`config.mk`:
```
export PLATFORM = sky130hd
export DESIGN_NAME = serial_adder_flat
export DESIGN_NICKNAME = d
export VERILOG_FILES = /design/src/rtl/serial_adder_if.sv /design/src/rtl/serial_adder.sv /design/src/flat_wrapper.sv
export SDC_FILE = /design/constraint.sdc
export NUM_CORES = 1
export LEC_CHECK = 0
export BUFFER_PORTS_ARGS = -buffer_cell sky130_fd_sc_hd__buf_2
export CAP_MARGIN = 20
export CORE_ASPECT_RATIO = 0.75
export CORE_MARGIN = 8
export CORE_UTILIZATION = 50
export DETAILED_ROUTE_END_ITERATION = 7
export GPL_TIMING_DRIVEN = 0
export PLACE_DENSITY = 0.77
export SLEW_MARGIN = 20
export SYNTH_ARGS = -nofsm -noshare
export SYNTH_HDL_FRONTEND = slang
export SYNTH_SLANG_ARGS = --single-unit
```
`constraint.sdc`:
```
create_clock -name clk -period 2.5 [get_ports clk]
set_input_delay 0.625 -clock clk [delete_from_list [all_inputs] [get_ports clk]]
set_output_delay 0.625 -clock clk [all_outputs]
set_load 0.05 [all_outputs]
```
`src/rtl/serial_adder_if.sv`:
```
// serial_adder_if: start/operand/result bundle between a requester and the serial adder
interface serial_adder_if #(parameter int WIDTH = 8) ();
    logic             start;
    logic [WIDTH-1:0] a;
    logic [WIDTH-1:0] b;
    logic             cin;
    logic             busy;
    logic             done;
    logic [WIDTH-1:0] sum;
    logic             cout;
    modport master (output start, a, b, cin, input busy, done, sum, cout);
    modport slave (input start, a, b, cin, output busy, done, sum, cout);
endinterface

```
`src/rtl/serial_adder.sv`:
```
// serial_adder: bit-serial a+b+cin using one full adder, LSB first, WIDTH shift cycles
module serial_adder #(parameter int WIDTH = 8) (
    input logic          clk,
    input logic          rst,
    serial_adder_if.slave bus
);
    localparam int CW = $clog2(WIDTH + 1);
    typedef enum logic [1:0] {IDLE, SHIFT, DONE} state_t;
    state_t           state, state_nx;
    logic [WIDTH-1:0] a_sr, b_sr, s_sr, s_nx, sum_q;
    logic [CW-1:0]    cnt;
    logic             carry, cout_q, s, co, last, accept;
    always_comb begin
        s        = a_sr[0] ^ b_sr[0] ^ carry;
        co       = (a_sr[0] & b_sr[0]) | (carry & (a_sr[0] ^ b_sr[0]));
        s_nx     = {s, {(WIDTH-1){1'b0}}} | (s_sr >> 1);
        last     = cnt == CW'(WIDTH - 1);
        accept   = state == IDLE && bus.start;
        state_nx = accept ? SHIFT : (state == SHIFT && last) ? DONE : state == DONE ? IDLE : state;
    end
    always_ff @(posedge clk)
        if (rst) state <= IDLE;
        else state <= state_nx;
    // sum/cout only update on the final shift so partial values never show
    always_ff @(posedge clk) begin
        if (rst) begin
            a_sr   <= '0;
            b_sr   <= '0;
            s_sr   <= '0;
            carry  <= 1'b0;
            cnt    <= '0;
            sum_q  <= '0;
            cout_q <= 1'b0;
        end else if (accept) begin
            a_sr  <= bus.a;
            b_sr  <= bus.b;
            carry <= bus.cin;
            cnt   <= '0;
        end else if (state == SHIFT) begin
            a_sr  <= a_sr >> 1;
            b_sr  <= b_sr >> 1;
            s_sr  <= s_nx;
            carry <= co;
            cnt   <= cnt + 1'b1;
            if (last) begin
                sum_q  <= s_nx;
                cout_q <= co;
            end
        end
    end
    assign bus.busy = state == SHIFT;
    assign bus.done = state == DONE;
    assign bus.sum  = sum_q;
    assign bus.cout = cout_q;
endmodule
```
`src/flat_wrapper.sv`:
```
// flat-port wrapper written by rule: the top's interface ports become plain ports
module serial_adder_flat 
#(parameter int WIDTH = 8)
  (clk, rst, bus_start, bus_a, bus_b, bus_cin, bus_busy, bus_done, bus_sum, bus_cout);
  serial_adder_if #(.WIDTH(WIDTH)) bus_i ();
  input logic clk;
  input logic rst;
  input wire logic [$bits(bus_i.start)-1:0] bus_start;
  input wire logic [$bits(bus_i.a)-1:0] bus_a;
  input wire logic [$bits(bus_i.b)-1:0] bus_b;
  input wire logic [$bits(bus_i.cin)-1:0] bus_cin;
  output wire logic [$bits(bus_i.busy)-1:0] bus_busy;
  output wire logic [$bits(bus_i.done)-1:0] bus_done;
  output wire logic [$bits(bus_i.sum)-1:0] bus_sum;
  output wire logic [$bits(bus_i.cout)-1:0] bus_cout;
  assign bus_i.start = bus_start;
  assign bus_i.a = bus_a;
  assign bus_i.b = bus_b;
  assign bus_i.cin = bus_cin;
  assign bus_busy = bus_i.busy;
  assign bus_done = bus_i.done;
  assign bus_sum = bus_i.sum;
  assign bus_cout = bus_i.cout;
  serial_adder #(.WIDTH(WIDTH)) u_core (.clk(clk), .rst(rst), .bus(bus_i));
endmodule
```
### Yosys cells after proc, flatten, opt, wreduce, memory -nomap -nowiden

Index checks and enable logic that the tools add are counted.

* $add $sub $neg: 1
* eq/ne operators: 3
* multiplexer cells: 9
* bitwise operators: 7
* reductions and logical operators: 9

Operators with widths (number)
* 8-bit 2-to-1 mux: 4
* 8-bit by 7-bit OR with 8-bit output: 1
* 4-bit by 1-bit adder with 4-bit output, second input constant: 1
* 4-bit by 3-bit equality test with 1-bit output, second input constant: 1
* 2-bit 2-to-1 mux: 2
* 2-bit nonzero test: 2
* 1-bit 2-to-1 mux: 3
* 3-bit AND reduction: 1
* 3-bit nonzero test: 1
* 1-bit AND: 2
* 2-bit by 1-bit equality test with 1-bit output, second input constant: 1
* 2-bit equality test, second input constant: 1
* 1-bit logical AND: 2
* 2-bit logical NOT: 1
* 2-bit AND reduction: 1
* 2-bit OR reduction: 1
* 1-bit XOR: 2
* 1-bit NOT: 1
* 1-bit OR: 1

* bits in registers: 40
* input port bits: 20

### Longest topological paths before layout

* word-level depth: 5
* mapped depth: 5
* mapped depth without buffers: 4

### Worst setup path after synthesis

No wires, ideal clock.

* path type: input to register
* from: input bus_start
* to: register u_core.a_sr[5]
* setup time: 142 ps
* data arrival time: 1378 ps
* data required time: 2358 ps
* path slack: 980 ps
* cell stages on the path: 5
* buffers on the path: 2
* cell sequence: or3b_1 clkbuf_2 buf_4 nand2_1 a311oi_1

* cells in the longest elaborated chain, start to end: 2

Ends and longest elaborated chain
* from (decl): line flat_wrapper.sv:8 `input wire logic [$bits(bus_i.start)-1:0] bus_start;`
* 1-bit logical AND (*): line serial_adder.sv:18 `accept = state == IDLE && bus.start;`
* 8-bit 2-to-1 mux or 2-bit nonzero test (tied branches)
* to (signal assigned): line serial_adder.sv:35 `a_sr <= bus.a;`
* to (signal assigned): line serial_adder.sv:40 `a_sr <= a_sr >> 1;`
* to (decl): line serial_adder.sv:10 `logic [WIDTH-1:0] a_sr, b_sr, s_sr, s_nx, sum_q;`

Mark *: on every way between the ends. The rest lies on a longest branch, timed or not.
A chain may end at the register's enable or synchronous reset.

### Final worst setup path

* from: register u_core.state[0]
* to: output bus_busy

* cells in the longest elaborated chain, start to end: 1

Ends and longest elaborated chain
* from (decl): line serial_adder.sv:9 `state_t state, state_nx;`
* from (signal assigned): line serial_adder.sv:23 `else state <= state_nx;`
* 2-bit by 1-bit equality test with 1-bit output: line serial_adder.sv:51 `assign bus.busy = state == SHIFT;`
* to (decl): line flat_wrapper.sv:12 `output wire logic [$bits(bus_i.busy)-1:0] bus_busy;`

Every way passes these cells.

==> run summary <==
The run gives 0 as the max-slew violation count. The time the worst path needs with I/O delays and setup works out to 2.083 ns. In this run, placement finished with an instance count of 258. For the net count of the mapped netlist, the log shows 211. Compared with the post-synthesis result, the final layout area differs by 18.77%. For this design, the slowest cell found on the critical path is dfxtp_1. After global routing the overflow that remains totals 0. In this run the clock root is driven by a clkbuf_8. Dividing total power by cell area gives a power density of 703.1 mW/mm2. For the number of hold violations in the final report, the log shows 0.

The die width was 82.67 um; the maximum number of pins on one net before global-route repair was 13. The analysis attributes to cell leakage a power of 0.0007756 uW. The number of cells on the worst reg-to-reg path is 4, and the level count of the clock H-tree is 2. Buffers placed on the I/O ports in this run total 29.

The floorplan has 18 rows. The all-layer global routing usage came out at 0.1361. For the post-route clock skew, the log shows 0.005982 ns. Walking the worst path, the cells encountered are nand2b_1 -> buf_6 -> inv_2 -> buf_2. Number of setup buffers added after CTS: 0. Clock-pin slew was measured on the worst setup and hold paths at 0.08 ns.

The tools report the number of nets in the finished design as 247. Synthesis instantiated 31 different standard cells from the library. The number of instances on the worst hold path came out at 2.

The final period utilization was 0.8334. The initial antenna violation count was 0; the routed via count divided by cell count was 5.244. Yosys attributes the largest share of cell area to dfxtp_1 47%, nand2_1 9.9%, a311oi_1 7.9%. In this run, post-CTS repair resized a total of 0 instances. The via count of the first global-routing pass is 1270, and the routed length per placed instance is 12.99 um. The run finished with clean final reports. The data required time at the worst endpoint is 1.88 ns, and the setup-violating endpoint count in the final report is 0. The global-route wire length before repair was 5.747 mm; the worst supply voltage drop on vdd was 0.0003923 V. For the routing usage on met1, the log shows 0.1767. The most critical setup path has its startpoint at u_core.state[0]$_SDFFE_PP0P_. Wires add up to 3.456 mm.

Met2 layer usage reported by global route: 0.1955. The number of antenna diodes in the final layout is 0. Setup repair after global routing left no endpoint under its margin. The tools report the worst relative slew slack as 0.6806. The tool flagged a number of max-cap violations equal to 0.

The detail route stage leaves a number of antenna-violating nets equal to 0. The logs give 5 for the number of buffers added by the clock tree synthesis step and 780.7 um2 for the total area of sequential cells. The tools report the hold path startpoint as u_core.bus.sum[7]$_SDFFE_PP0P_. The multi-input gate area in the final layout is 809.5 um2, and the die span in y is 66 um. Of all nets on the critical path, the largest fanout is 10.

The region available for standard cell placement spans 0.003243 mm2. The run gives 31 as the number of top-level design ports. The global routing stage identified its most utilized layer as met2. The tools report the filler cell count in the final layout as 296. In the synthesized netlist the dominant register cell turns out to be dfxtp_1. Arrival time at the worst endpoint: 1.46 ns.

The run gives 0 as the total number of yosys warnings. The sequential area share after synthesis is 0.4685. The logs give 0.5139 for the starting utilization of the core area and 266 for the number of standard cells in the final layout excluding fillers. The die covers 0.005456 mm2. For the pin with the worst max-slew slack, the measured transition is 0.4791 ns. The run gives 0.4800 GHz as the timing-limited maximum frequency. The clock net in this run drives a total of 39 sinks. The largest total area in the synthesized netlist belongs to dfxtp_1. The fraction of final layout cells sized beyond drive strength 1 is 0.2212, and the number of buffers inserted by hold repair at cts is 0. The share of async-settable or async-resettable flops after synthesis works out to 0.

Synthesis produced 189 cells. The top cell type's share of synthesized area is 0.4685, and the cell area after synthesis is 0.001667 mm2. The most frequent standard cell in the layout excluding fill and tap cells was nand2_1. STA classifies the critical path endpoint as a primary output. The clock passes through at most 2 buffers. The number of enable-type register cells in the synthesized netlist came out at 0. Routability-driven placement finished with a final weighted congestion of 0.7702. After the first detailed-routing iteration, the DRC count stood at 119. At the later pin of the worst-skew pair, clock insertion delay measures 0.29 ns. The critical path in this run is classified as register to primary output. Counting flops and latches in the post-synthesis netlist gives 39. The worst hold path belongs to the class register to register. Leaving out fill and tap cells, the most frequent cells in the layout are 44 x nand2_1, 39 x dfxtp_1, 32 x buf_2. In the final timing run, aggregate negative setup slack is 0 ns. The origin of the critical flop-to-flop path was u_core.state[0]$_SDFFE_PP0P_. The worst setup path is launched from a register.

Summing over every cut layer, the via total after detailed routing is 1395. The first detailed-routing pass took 4 iterations. TritonCTS built the clock tree. In this run the mean area of a mapped cell was 8.818 um2. The global-route track usage on met3 was 0.05978; the detailed-route DRC error count was 0.

For the half-perimeter wire length of the detailed placement result, the log shows 2.431 mm. The maximum single-stage delay on the critical path was 0.45 ns.
[area by class of cell]
| class | count | share of cell area |
|---|---|---|
| inverter | 1 | 0.001896 |
| buffer | 14 | 0.03666 |
| clock buffer | 6 | 0.04172 |
| timing repair buffer | 29 | 0.07332 |
| clock inverter | 2 | 0.01770 |
| multi-input combinational | 135 | 0.4090 |
| sequential | 39 | 0.3944 |
| tap | 40 | 0.02528 |
[path summary, 6_finish.rpt]
check / slack (ns) / to
setup / recovery: 0.42 / bus_busy
hold / removal: 0.47 / u_core.bus.sum[7]$_SDFFE_PP0P_
setup reg to reg: 1.05 / u_core.b_sr[6]$_SDFFE_PP0P_
hold reg to reg: 0.47 / u_core.bus.sum[7]$_SDFFE_PP0P_
[synth_stat cells, types with 2 or more instances]
cell      instances
nand2_1          44
dfxtp_1          39
nand2b_1         19
nor2_1           17
a311oi_1         15
mux2i_1          10
a21oi_1           7
clkbuf_1          7
buf_2             3
nor3_1            3
a22oi_1           2
buf_4             2
nor3b_2           2
o21ba_2           2
[metrics by stage]
stage | utilization | hold WS [ns] | cell area, um2 | power [uW] | setup WS, ns
final | 0.6103 | 0.4691 | 1979 | 1392 | 0.4166
after global routing | 0.6103 | 0.4852 | 1979 | 1454 | 0.3290
after CTS | 0.6103 | 0.4714 | 1979 | 1394 | 0.4072
after detailed placement | 0.5741 | 0.4553 | 1862 | 857.0 | 0.7400
after global placement | 0.5741 | 0.4450 | 1862 | 854.0 | 0.7387
after floorplan | - | 0.4368 | 1667 | 808.5 | 0.9798
[worst max-delay path, delay by kind of cell (launching register included)]
| kind | cells | cell delay, ns |
|---|---|---|
| buffers and inverters | 3 | 0.61 |
| DFF | 1 | 0.45 |
| and+or+nand+nor | 1 | 0.10 |
[kinds of logic after synthesis]
kind of cell,after synthesis,synth area share
xor+xnor,2,0.01051
mux,10,0.06006
simple gates,91,0.2590
fa+ha+maj,2,0.01952
flops,39,0.4685
compound gates,30,0.1366
buf+inv,15,0.04579
[where the power goes]
| part | switching (uW) | internal (uW) |
|---|---|---|
| sequential | 21.8 | 654 |
| clock | 225 | 323 |
| combinational | 97.9 | 69.2 |
[sequential cells by signal, indices dropped and copies added, names as in the netlist]
name / cells
u_core.a_sr: 8
u_core.b_sr: 8
u_core.bus.sum: 8
u_core.s_sr: 7
u_core.cnt: 4
u_core.state: 2
u_core.bus.cout: 1
u_core.carry: 1
[per-layer routing]
| metal | wire [um] | share of wire |
|---|---|---|
| met5 | 0 | 0 |
| met4 | 48 | 0.014 |
| met3 | 206 | 0.060 |
| met2 | 1480 | 0.43 |
| met1 | 1722 | 0.50 |
No activity file was read; power rests on OpenSTA's default activity.
